File: config.mk
export PLATFORM = sky130hd
export DESIGN_NAME = ysyx_22041207_ifu
export DESIGN_NICKNAME = d
export VERILOG_FILES = /design/src/rtl/ysyx_22041207_ifu.sv
export SDC_FILE = /design/constraint.sdc
export NUM_CORES = 1
export LEC_CHECK = 0
export ABC_CLOCK_PERIOD_IN_PS = 4010
export CORE_AREA = 4 4 159 115
export CTS_BUF_LIST = sky130_fd_sc_hd__clkbuf_4
export CTS_CLUSTER_DIAMETER = 80
export CTS_CLUSTER_SIZE = 20
export DETAILED_ROUTE_END_ITERATION = 10
export DIE_AREA = 0 0 163 119
export GPL_ROUTABILITY_DRIVEN = 0
export MAX_ROUTING_LAYER = met4
export PLACE_DENSITY = 0.87
export SETUP_SLACK_MARGIN = 0.2
export SLEW_MARGIN = 20
export SYNTH_ARGS = -nofsm -noshare
export SYNTH_HDL_FRONTEND = slang
export SYNTH_SLANG_ARGS = --single-unit
File: constraint.sdc
create_clock -name clk -period 4.01 [get_ports clk]
set_input_delay 0.802 -clock clk [delete_from_list [all_inputs] [get_ports clk]]
set_output_delay 0.802 -clock clk [all_outputs]
set_load 0.01 [all_outputs]
File: src/rtl/ysyx_22041207_ifu.sv
// Instruction fetch unit: owns the PC, issues aligned 64-bit reads, extracts the
// 32-bit word and hands it to the decoder over a valid/ready handshake.
module ysyx_22041207_ifu #(
  parameter logic [63:0] RESET_PC = 64'h8000_0000
) (
  input  logic        clk,
  input  logic        rst,
  input  logic        redirect_valid,
  input  logic [63:0] redirect_pc,
  output logic        mem_req_valid,
  input  logic        mem_req_ready,
  output logic [63:0] mem_req_addr,
  input  logic        mem_resp_valid,
  input  logic [63:0] mem_resp_data,
  output logic        inst_valid,
  input  logic        inst_ready,
  output logic [31:0] inst,
  output logic [63:0] inst_pc,
  output logic        misalign
);

  localparam int unsigned XLEN  = 64;
  localparam int unsigned ILEN  = 32;
  localparam int unsigned STEP  = 4;

  typedef enum logic [2:0] {
    S_IDLE  = 3'd0,
    S_REQ   = 3'd1,
    S_WAIT  = 3'd2,
    S_HOLD  = 3'd3,
    S_DRAIN = 3'd4,
    S_ERR   = 3'd5
  } state_t;

  state_t            state, state_next;
  logic [XLEN-1:0]   pc, pc_next;
  logic [ILEN-1:0]   inst_next;
  logic [XLEN-1:0]   inst_pc_next;
  logic              inst_valid_next;
  logic              resp_owed;
  logic              target_misaligned;

  // A response is still owed after this edge if one was accepted and has not yet arrived.
  assign resp_owed = ((state == S_WAIT)  && !mem_resp_valid) ||
                     ((state == S_REQ)   &&  mem_req_ready)  ||
                     ((state == S_DRAIN) && !mem_resp_valid);

  assign target_misaligned = (redirect_pc[1:0] != 2'b00);

  always_ff @(posedge clk) begin
    if (rst) begin
      state         <= S_IDLE;
      pc            <= RESET_PC;
      inst          <= '0;
      inst_pc       <= '0;
      inst_valid    <= 1'b0;
      misalign      <= 1'b0;
      mem_req_valid <= 1'b0;
      mem_req_addr  <= {RESET_PC[XLEN-1:3], 3'b000};
    end else begin
      state         <= state_next;
      pc            <= pc_next;
      inst          <= inst_next;
      inst_pc       <= inst_pc_next;
      inst_valid    <= inst_valid_next;
      misalign      <= (state_next == S_ERR);
      mem_req_valid <= (state_next == S_REQ);
      mem_req_addr  <= {pc_next[XLEN-1:3], 3'b000};
    end
  end

  always_comb begin
    state_next      = state;
    pc_next         = pc;
    inst_next       = inst;
    inst_pc_next    = inst_pc;
    inst_valid_next = inst_valid;

    if (redirect_valid) begin
      // Redirect wins over every other event, including a same-cycle handshake.
      pc_next         = redirect_pc;
      inst_valid_next = 1'b0;
      if (resp_owed) begin
        state_next = S_DRAIN;
      end else if (target_misaligned) begin
        state_next = S_ERR;
      end else begin
        state_next = S_REQ;
      end
    end else begin
      case (state)
        S_IDLE: begin
          state_next = S_REQ;
        end
        S_REQ: begin
          if (mem_req_ready) begin
            state_next = S_WAIT;
          end
        end
        S_WAIT: begin
          if (mem_resp_valid) begin
            inst_next       = pc[2] ? mem_resp_data[63:32] : mem_resp_data[31:0];
            inst_pc_next    = pc;
            inst_valid_next = 1'b1;
            pc_next         = pc + XLEN'(STEP);
            state_next      = S_HOLD;
          end
        end
        S_HOLD: begin
          if (inst_ready) begin
            inst_valid_next = 1'b0;
            state_next      = S_REQ;
          end
        end
        S_DRAIN: begin
          // Orphaned response is dropped; a misaligned target is only honoured now.
          if (mem_resp_valid) begin
            state_next = (pc[1:0] != 2'b00) ? S_ERR : S_REQ;
          end
        end
        S_ERR: begin
          state_next = S_ERR;
        end
        default: begin
          state_next = S_IDLE;
        end
      endcase
    end
  end

endmodule

# After elaboration in Yosys (flattened, before gate mapping)
# Index checks and enable logic that the tools add are counted.
[totals]
elab_cells = 52
output_inout_bits = 163
register_bits = 169
[classes]
bitwise = 1
n_reduce_logical = 16
n_mux = 16
addsub = 1
eq_ne = 9
[ops]
columns = ["cell", "count"]
rows = [
  ["$mux 64", 3],
  ["$add 64x3->64 const B", 1],
  ["$mux 32", 1],
  ["$mux 3", 8],
  ["$pmux 3 s6", 1],
  ["$reduce_bool 2->1", 5],
  ["$eq 3x3->1 const B", 3],
  ["$eq 3x1->1 const B", 2],
  ["$eq 3x2->1 const B", 2],
  ["$reduce_and 3->1", 2],
  ["$ne 2x2->1 const B", 2],
  ["$logic_and 1x1->1", 3],
  ["$logic_not 3->1", 1],
  ["$logic_or 1x1->1", 2],
  ["$mux 1", 2],
  ["$pmux 1 s2", 1],
  ["$reduce_and 2->1", 1],
  ["$reduce_or 2->1", 1],
  ["$logic_not 1->1", 1],
  ["$not 1->1", 1],
]

# Longest topological paths before layout
# Gate-level depths: netlist of the first run.
[depth]
ltp_word = 7
mapped_depth = 7
ltp_nobuf = 6

# Least setup slack after synthesis of the first run
# No wires, ideal clock.
[synth_timing]
kind = "input-to-reg"
startpoint = "in mem_resp_valid"
endpoint = "reg pc[47]"
setup_ps = 91
path_stages = 7
t_arrival_ps = 2890
path_buffers = 2
slack_ps = 1029
cell_sequence = "nand4bb_1 buf_2 or4_4 or4_1 buf_2 or4_1 a311oi_1"
[synth_between]
elab_chain_len = 3
[synth_rtl]
columns = ["element", "line", "rtl"]
rows = [
  ["start, declared", "13", "input logic mem_resp_valid,"],
  ["$mux 64", "101", "if (mem_resp_valid) begin"],
  ["$mux 64", "91", "case (state)"],
  ["$mux 64", "79", "if (redirect_valid) begin"],
  ["end signal, assigned", "62", "pc <= pc_next;"],
  ["end, declared", "36", "logic [XLEN-1:0] pc, pc_next;"],
]
# No other way between the ends. The select of a mux whose other input is x is not followed.
# A chain may end at the register's enable or synchronous reset.

# Final worst setup path of the first run
[layout_timing]
startpoint = "in mem_resp_valid"
endpoint = "reg pc[51]"
# The elaborated chain is that of the path after synthesis.

==> results of run 1 <==
## metrics by stage
stage               hold WS (ns)  worst slack, ns  power, mW  cells  utilization [%]
floorplan                 0.4443            1.029      2.037   1027                -
finish                    0.4621           0.9179      3.274   1462            66.15
CTS                       0.4641           0.9926      3.283   1460            66.12
detailed placement        0.4456           0.3926      2.270   1428            64.39
global route              0.4816           0.8635      3.395   1462            66.15
global placement          0.4410           0.4198      2.259   1428            64.39
## worst paths after layout
check	startpoint	endpoint	slack (ns)	cells after the start
setup / recovery	mem_resp_valid	pc[51]	0.92	6
hold / removal	inst_pc[51]	inst_pc[51]	0.46	2
setup reg to reg	pc[5]	pc[51]	1.03	5
hold reg to reg	inst_pc[51]	inst_pc[51]	0.46	2
## layout make-up
type | instances | area (um2) | share of cell area, %
diodes | 2 | 5.005 | 0.04499
clock inverters | 14 | 156.4 | 1.406
well taps | 231 | 289.0 | 2.598
multi-input cells | 713 | 4098 | 36.84
repair buffers | 308 | 3079 | 27.68
clock buffers | 18 | 135.1 | 1.215
inverters | 10 | 37.54 | 0.3374
flip-flops and latches | 166 | 3324 | 29.88
## Yosys cell counts (9+ instances only)
cell and instances:
and4_1 15, o31ai_1 10, buf_4 64, or4_1 12
xnor2_1 17, and2_1 12, o21ai_0 9, a211oi_1 55
nor4_1 21, nand4_1 40, or3_1 12, a21oi_1 84
clkbuf_1 58, inv_1 9, and3_1 12, nand2_1 178
xor2_1 15, mux2i_1 38, dfxtp_1 166, buf_1 14
nor2_1 92, nor3_1 12, a311oi_1 18, nand3_1 23
## state kept, by name, indices dropped and copies added (netlist names)
signal and count:
inst 32, inst_pc 64, inst_valid 1, mem_req_valid 1
misalign 1, pc 64, state 3
## layer usage
metal  up-vias  wire, um  global-route usage (%)
met4         0       522                   7.177
li1       3971         -                       -
met1      3841     10830                   33.41
met3        42      2900                   9.097
met5         -         0                       -
met2       386     11990                   42.02
## kinds of logic (layout without fill, tap and decap cells)
kind of cell | count (synthesis) | count (layout) | synth area share [%]
muxes | 38 | 38 | 4.638
buffers and inverters | 148 | 350 | 9.733
and+or+nand+nor | 446 | 446 | 26.27
AOI/OAI and AO/OA | 193 | 193 | 15.23
adders and majority gates | 1 | 1 | 0.1525
other | 1 | 5 | 0.04572
xor gates and xnor gates | 32 | 32 | 3.417
DFF | 166 | 166 | 40.52
## worst max-delay path: stages
cell and delay (ns):
clkdlybuf4s50_1 0.50, nand4bb_1 0.16, or4_4 0.61, or4_1 0.69
or4_1 0.54, a311oi_1 0.25
## power groups by stage
stage / Clock (mW) / Sequential (mW) / Combinational (mW)
floorplan: 0 / 1.79 / 0.248
global placement: 0 / 1.82 / 0.438
detailed placement: 0 / 1.82 / 0.447
CTS: 1.05 / 1.79 / 0.450
global route: 1.11 / 1.80 / 0.482
finish: 1.04 / 1.79 / 0.449
==> results_dict.tcl, run 1 <==
set metrics [dict create \
    netlist_area_mm2 0.008202 \
    slew-limit-headroom_pct 37.03 \
    viasPerCell 5.636 \
    final_common_cell "clkdlybuf4s50_1" \
    p_sw_share_pct 26.84 \
    grt_pass1_wl_um 40770 \
    setup_violations 0 \
    grt_pass1_vias 7790 \
    dr.pass1.iters 5 \
    rsz0062_at_grt "false" \
    final_nets 1351 \
    design_area_mm2 0.01112 \
    hpwl_um 19350 \
    finalHoldViolCount 0 \
    critPathLaunchType "input pin" \
    fillers 1457 \
    synth_cells 1025 \
    fp.coreArea_mm2 0.01682 \
    synth_cell_type_count 46 \
    portBuffers 293 \
    required_ns 4.47 \
    ys.flop_type "dfxtp_1" \
    synth_area_per_cell_um2 8.002 \
    hold_class "flip-flop to flip-flop" \
    die_w_um 163 \
    crit_fanout 10 \
    period_minus_slack_ns 3.092 \
    die_h_um 119 \
    drc 0 \
    final_cell_mix "291 x clkdlybuf4s50_1, 177 x nand2_1, 165 x dfxtp_1, 91 x nor2_1, 84 x a21oi_1" \
    ir_drop_mv 0.2200 \
    clkTransAtPathRegs_ns 0.14 \
    synth_edf_count 0 \
    final_max_slew_viol_count 0 \
    async_reset_ff_share_pct 0 \
    drive_above_1_share_pct 4.231 \
    clkLatencyLatePin_ns 0.57 \
    via_count 8240 \
    clockPowerShare_pct 31.6 \
    numCtsBuffers 17 \
    post-route-period-util_pct 77.11 \
    intPower_mw 2.395 \
    worstSetupPathType "input pin to flip-flop" \
    cts_max_level 4 \
    wl_per_cell_um 17.95 \
    fin_setup_tns_ns 0 \
    grt_max_degree 121 \
    dieArea_mm2 0.01940 \
    io_pins 297 \
    final.setup_skew_ns 0.02406 \
    yosys.area.top_type_share_pct 40.52 \
    antenna_found_initial 2 \
    dr.first_iter.drc_count 583 \
    cts-resized-gates 0 \
    ys_ff_latch 166 \
    start_util_pct 48.77 \
    ys_seq_area_share_pct 40.52 \
    grt_usage_pct 26.85 \
    p_leak_nw 3.588 \
    synth_area_leader_cell "dfxtp_1" \
    cp.arrival_ns 3.55 \
    cts_tree "done" \
    end_kind "flip-flop" \
    synth_area_leaders "dfxtp_1 41%, nand2_1 8.1%, buf_4 5.9%" \
    cts.sinks 166 \
    cts-root-buf "clkbuf_4" \
    status "finished, final reports clean" \
    wl_um 26250 \
    num_rows 40 \
    power.switching_mw 0.8789 \
    dpl-instance-area_mm2 0.01083 \
    p_comb_share_pct 13.7 \
    fmax_ghz 0.3234 \
    clock_path_buffers 2 \
    cts_setup_buffers 0 \
    yosys_warnings 0 \
    syn2layout_area_growth_pct 35.64 \
    worst_pin_slew_ns 0.9445 \
    hold_buffers 0 \
    overflow 0 \
    power_density_mw_per_mm2 294.3 \
    seqPwrFrac_pct 54.7 \
    maxCapViolations 0 \
    ant_nets 0 \
]
Power figures use the tool's default switching activity.
==> run 2: changes to the inputs <==
--- a/config.mk
+++ b/config.mk
@@ -5,16 +5,16 @@
 export SDC_FILE = /design/constraint.sdc
 export NUM_CORES = 1
 export LEC_CHECK = 0
-export ABC_CLOCK_PERIOD_IN_PS = 4010
-export CORE_AREA = 4 4 159 115
+export ABC_CLOCK_PERIOD_IN_PS = 2600
+export CORE_AREA = 4 4 173 124
 export CTS_BUF_LIST = sky130_fd_sc_hd__clkbuf_4
 export CTS_CLUSTER_DIAMETER = 80
 export CTS_CLUSTER_SIZE = 20
 export DETAILED_ROUTE_END_ITERATION = 10
-export DIE_AREA = 0 0 163 119
+export DIE_AREA = 0 0 177 128
 export GPL_ROUTABILITY_DRIVEN = 0
 export MAX_ROUTING_LAYER = met4
-export PLACE_DENSITY = 0.87
+export PLACE_DENSITY = 0.78
 export SETUP_SLACK_MARGIN = 0.2
 export SLEW_MARGIN = 20
 export SYNTH_ARGS = -nofsm -noshare
==> constraint.sdc (replaced) <==
create_clock -name clk -period 2.6 [get_ports clk]
set_input_delay 0.52 -clock clk [delete_from_list [all_inputs] [get_ports clk]]
set_output_delay 0.52 -clock clk [all_outputs]
set_load 0.01 [all_outputs]
==> run 2 against run 1 <==
Net effect:
- critical path depth unchanged
- cell count increased by 7.6%
- largest cell class unchanged
- count of clock-buffer cells in the layout unchanged
- combinational power increased by 84%
- final area increased by 6.3%
- sequential power increased by 51%
==> results_dict.tcl, run 2 (same netlist as run 1, synthesis figures left out) <==
set metrics [dict create \
    status "finished, final reports clean" \
    num_rows 43 \
    placed_cells_incl_taps 1534 \
    clock_path_buffers 2 \
    critPathLaunchType "input pin" \
    setup_violations 0 \
    critical_path.max_stage_delay_ns 0.56 \
    final_cell_mix "291 x clkdlybuf4s50_1, 177 x nand2_1, 161 x dfxtp_1, 91 x nor2_1, 84 x a21oi_1" \
    finalHoldViolCount 0 \
    overflow 0 \
    final_common_cell "clkdlybuf4s50_1" \
    crit_cells 6 \
    r2r_cells 5 \
    hold_buffers 0 \
    crit_fanout 7 \
    required_ns 3.09 \
    hpwl_um 21080 \
    path_delay_family "simple AND/OR/NAND/NOR gates" \
    path_common_cell "or4_4" \
    cp_cell_sequence "clkdlybuf4s50_1, nand4bb_4, or4_4, or4_4, or4_1, a311oi_1" \
    clkLatencyLatePin_ns 0.57 \
    drive_above_1_share_pct 10.91 \
    io_pins 297 \
    fillers 1819 \
    min_path_cells 2 \
    finalNonFillerCells 1573 \
    top_regs "inst_pc x64, pc x64, inst x32" \
    syn2layout_area_growth_pct 44.23 \
    p_leak_nw 3.959 \
    grt_usage_pct 24.55 \
    final.setup_skew_ns 0.02231 \
    antenna_found_initial 2 \
    via_count 8432 \
    grt_pass1_wl_um 43040 \
    rsz0062_at_grt "true" \
    post-route-period-util_pct 90.25 \
    die_w_um 177 \
    hold_class "input pin to flip-flop" \
    worstSetupPathType "input pin to flip-flop" \
    dr.first_iter.drc_count 656 \
    start_util_pct 41.54 \
    wl_um 27800 \
    cts_max_level 4 \
    dr.pass1.iters 6 \
    ir_drop_mv 0.2343 \
    critPathSlowestCell "clkdlybuf4s50_1" \
    worst_pin_slew_ns 0.6243 \
    cts_tree "done" \
    fp.coreArea_mm2 0.01975 \
    fmax_ghz 0.4262 \
    die_h_um 128 \
    numCtsBuffers 17 \
    drc 0 \
    period_minus_slack_ns 2.346 \
    end_kind "flip-flop" \
    portBuffers 293 \
    clkTransAtPathRegs_ns 0.14 \
    viasPerCell 5.360 \
    cts-root-buf "clkbuf_4" \
    cp.arrival_ns 2.84 \
    maxCapViolations 0 \
    post-route-util_pct 59.91 \
    final_max_slew_viol_count 0 \
    grt_pass1_vias 8043 \
    slew-limit-headroom_pct 58.38 \
    ant_nets 0 \
    final_nets 1423 \
    power_density_mw_per_mm2 435.4 \
    crit_buf_inv 1 \
    dieArea_mm2 0.02266 \
    wl_per_cell_um 17.68 \
    cts.sinks 166 \
    grt_max_degree 76 \
]
==> run 2: cell type report <==
cell class	instances	area, um2	area share [%]
repair buffers	380	3657	30.92
flip-flops and latches	166	3329	28.15
clock inverters	14	158.9	1.343
multi-input cells	713	4168	35.23
inverters	10	37.54	0.3173
diodes	2	5.005	0.04231
well taps	270	337.8	2.856
clock buffers	18	135.1	1.142
==> run 2: worst register-to-register path, stage by stage, from the launching register on <==
cell      delay (ns)
dfxtp_1         0.37
nand4_1         0.15
or4_4           0.56
or4_4           0.49
or4_1           0.42
a311oi_1        0.26
==> run 2: power by group <==
| part | switching (mW) | internal [mW] | total, mW |
|---|---|---|---|
| Clock | 0.949 | 0.668 | 1.62 |
| Combinational | 0.358 | 0.465 | 0.824 |
| Sequential | 0.0879 | 2.62 | 2.71 |
| Total | 1.40 | 3.75 | 5.15 |
==> run 2: repair_timing <==
item,CTS,global route
setup buffers,3,2
setup endpoints to repair,8,15
pin swaps,2,2
endpoints found under the hold margin,0,0
gates resized for setup,3,14
==> run 2: worst paths after layout <==
path / from / to / slack, ns
max: mem_resp_valid / pc[47] / 0.25
min: rst / inst_pc[13] / 0.41
max reg2reg: pc[8] / pc[47] / 0.27
min reg2reg: inst_pc[53] / inst_pc[53] / 0.46
==> run 2: per-layer routing <==
metal  share of wire (%)  up-vias  GRT usage, %
met3                 9.9       28         7.606
met1                  44     3952         32.26
li1                    -     4108             -
met2                  45      344         37.44
met4                 1.3        0         5.503
met5                   0        -             -
==> run 2: stage by stage <==
step / hold WS [ns] / instance area [um2] / setup TNS [ns] / worst slack (ns) / power, mW
CTS: 0.3642 / 11760 / 0 / 0.2064 / 5.185
global route: 0.3929 / 11830 / 0 / 0.1946 / 5.371
floorplan: 0.4443 / 8233 / 0 / 0.1275 / 3.142
finish: 0.4087 / 11830 / 0 / 0.2535 / 5.150
global placement: 0.4412 / 11430 / -5.848 / -0.3500 / 3.564
detailed placement: 0.4455 / 11430 / -6.902 / -0.3997 / 3.578
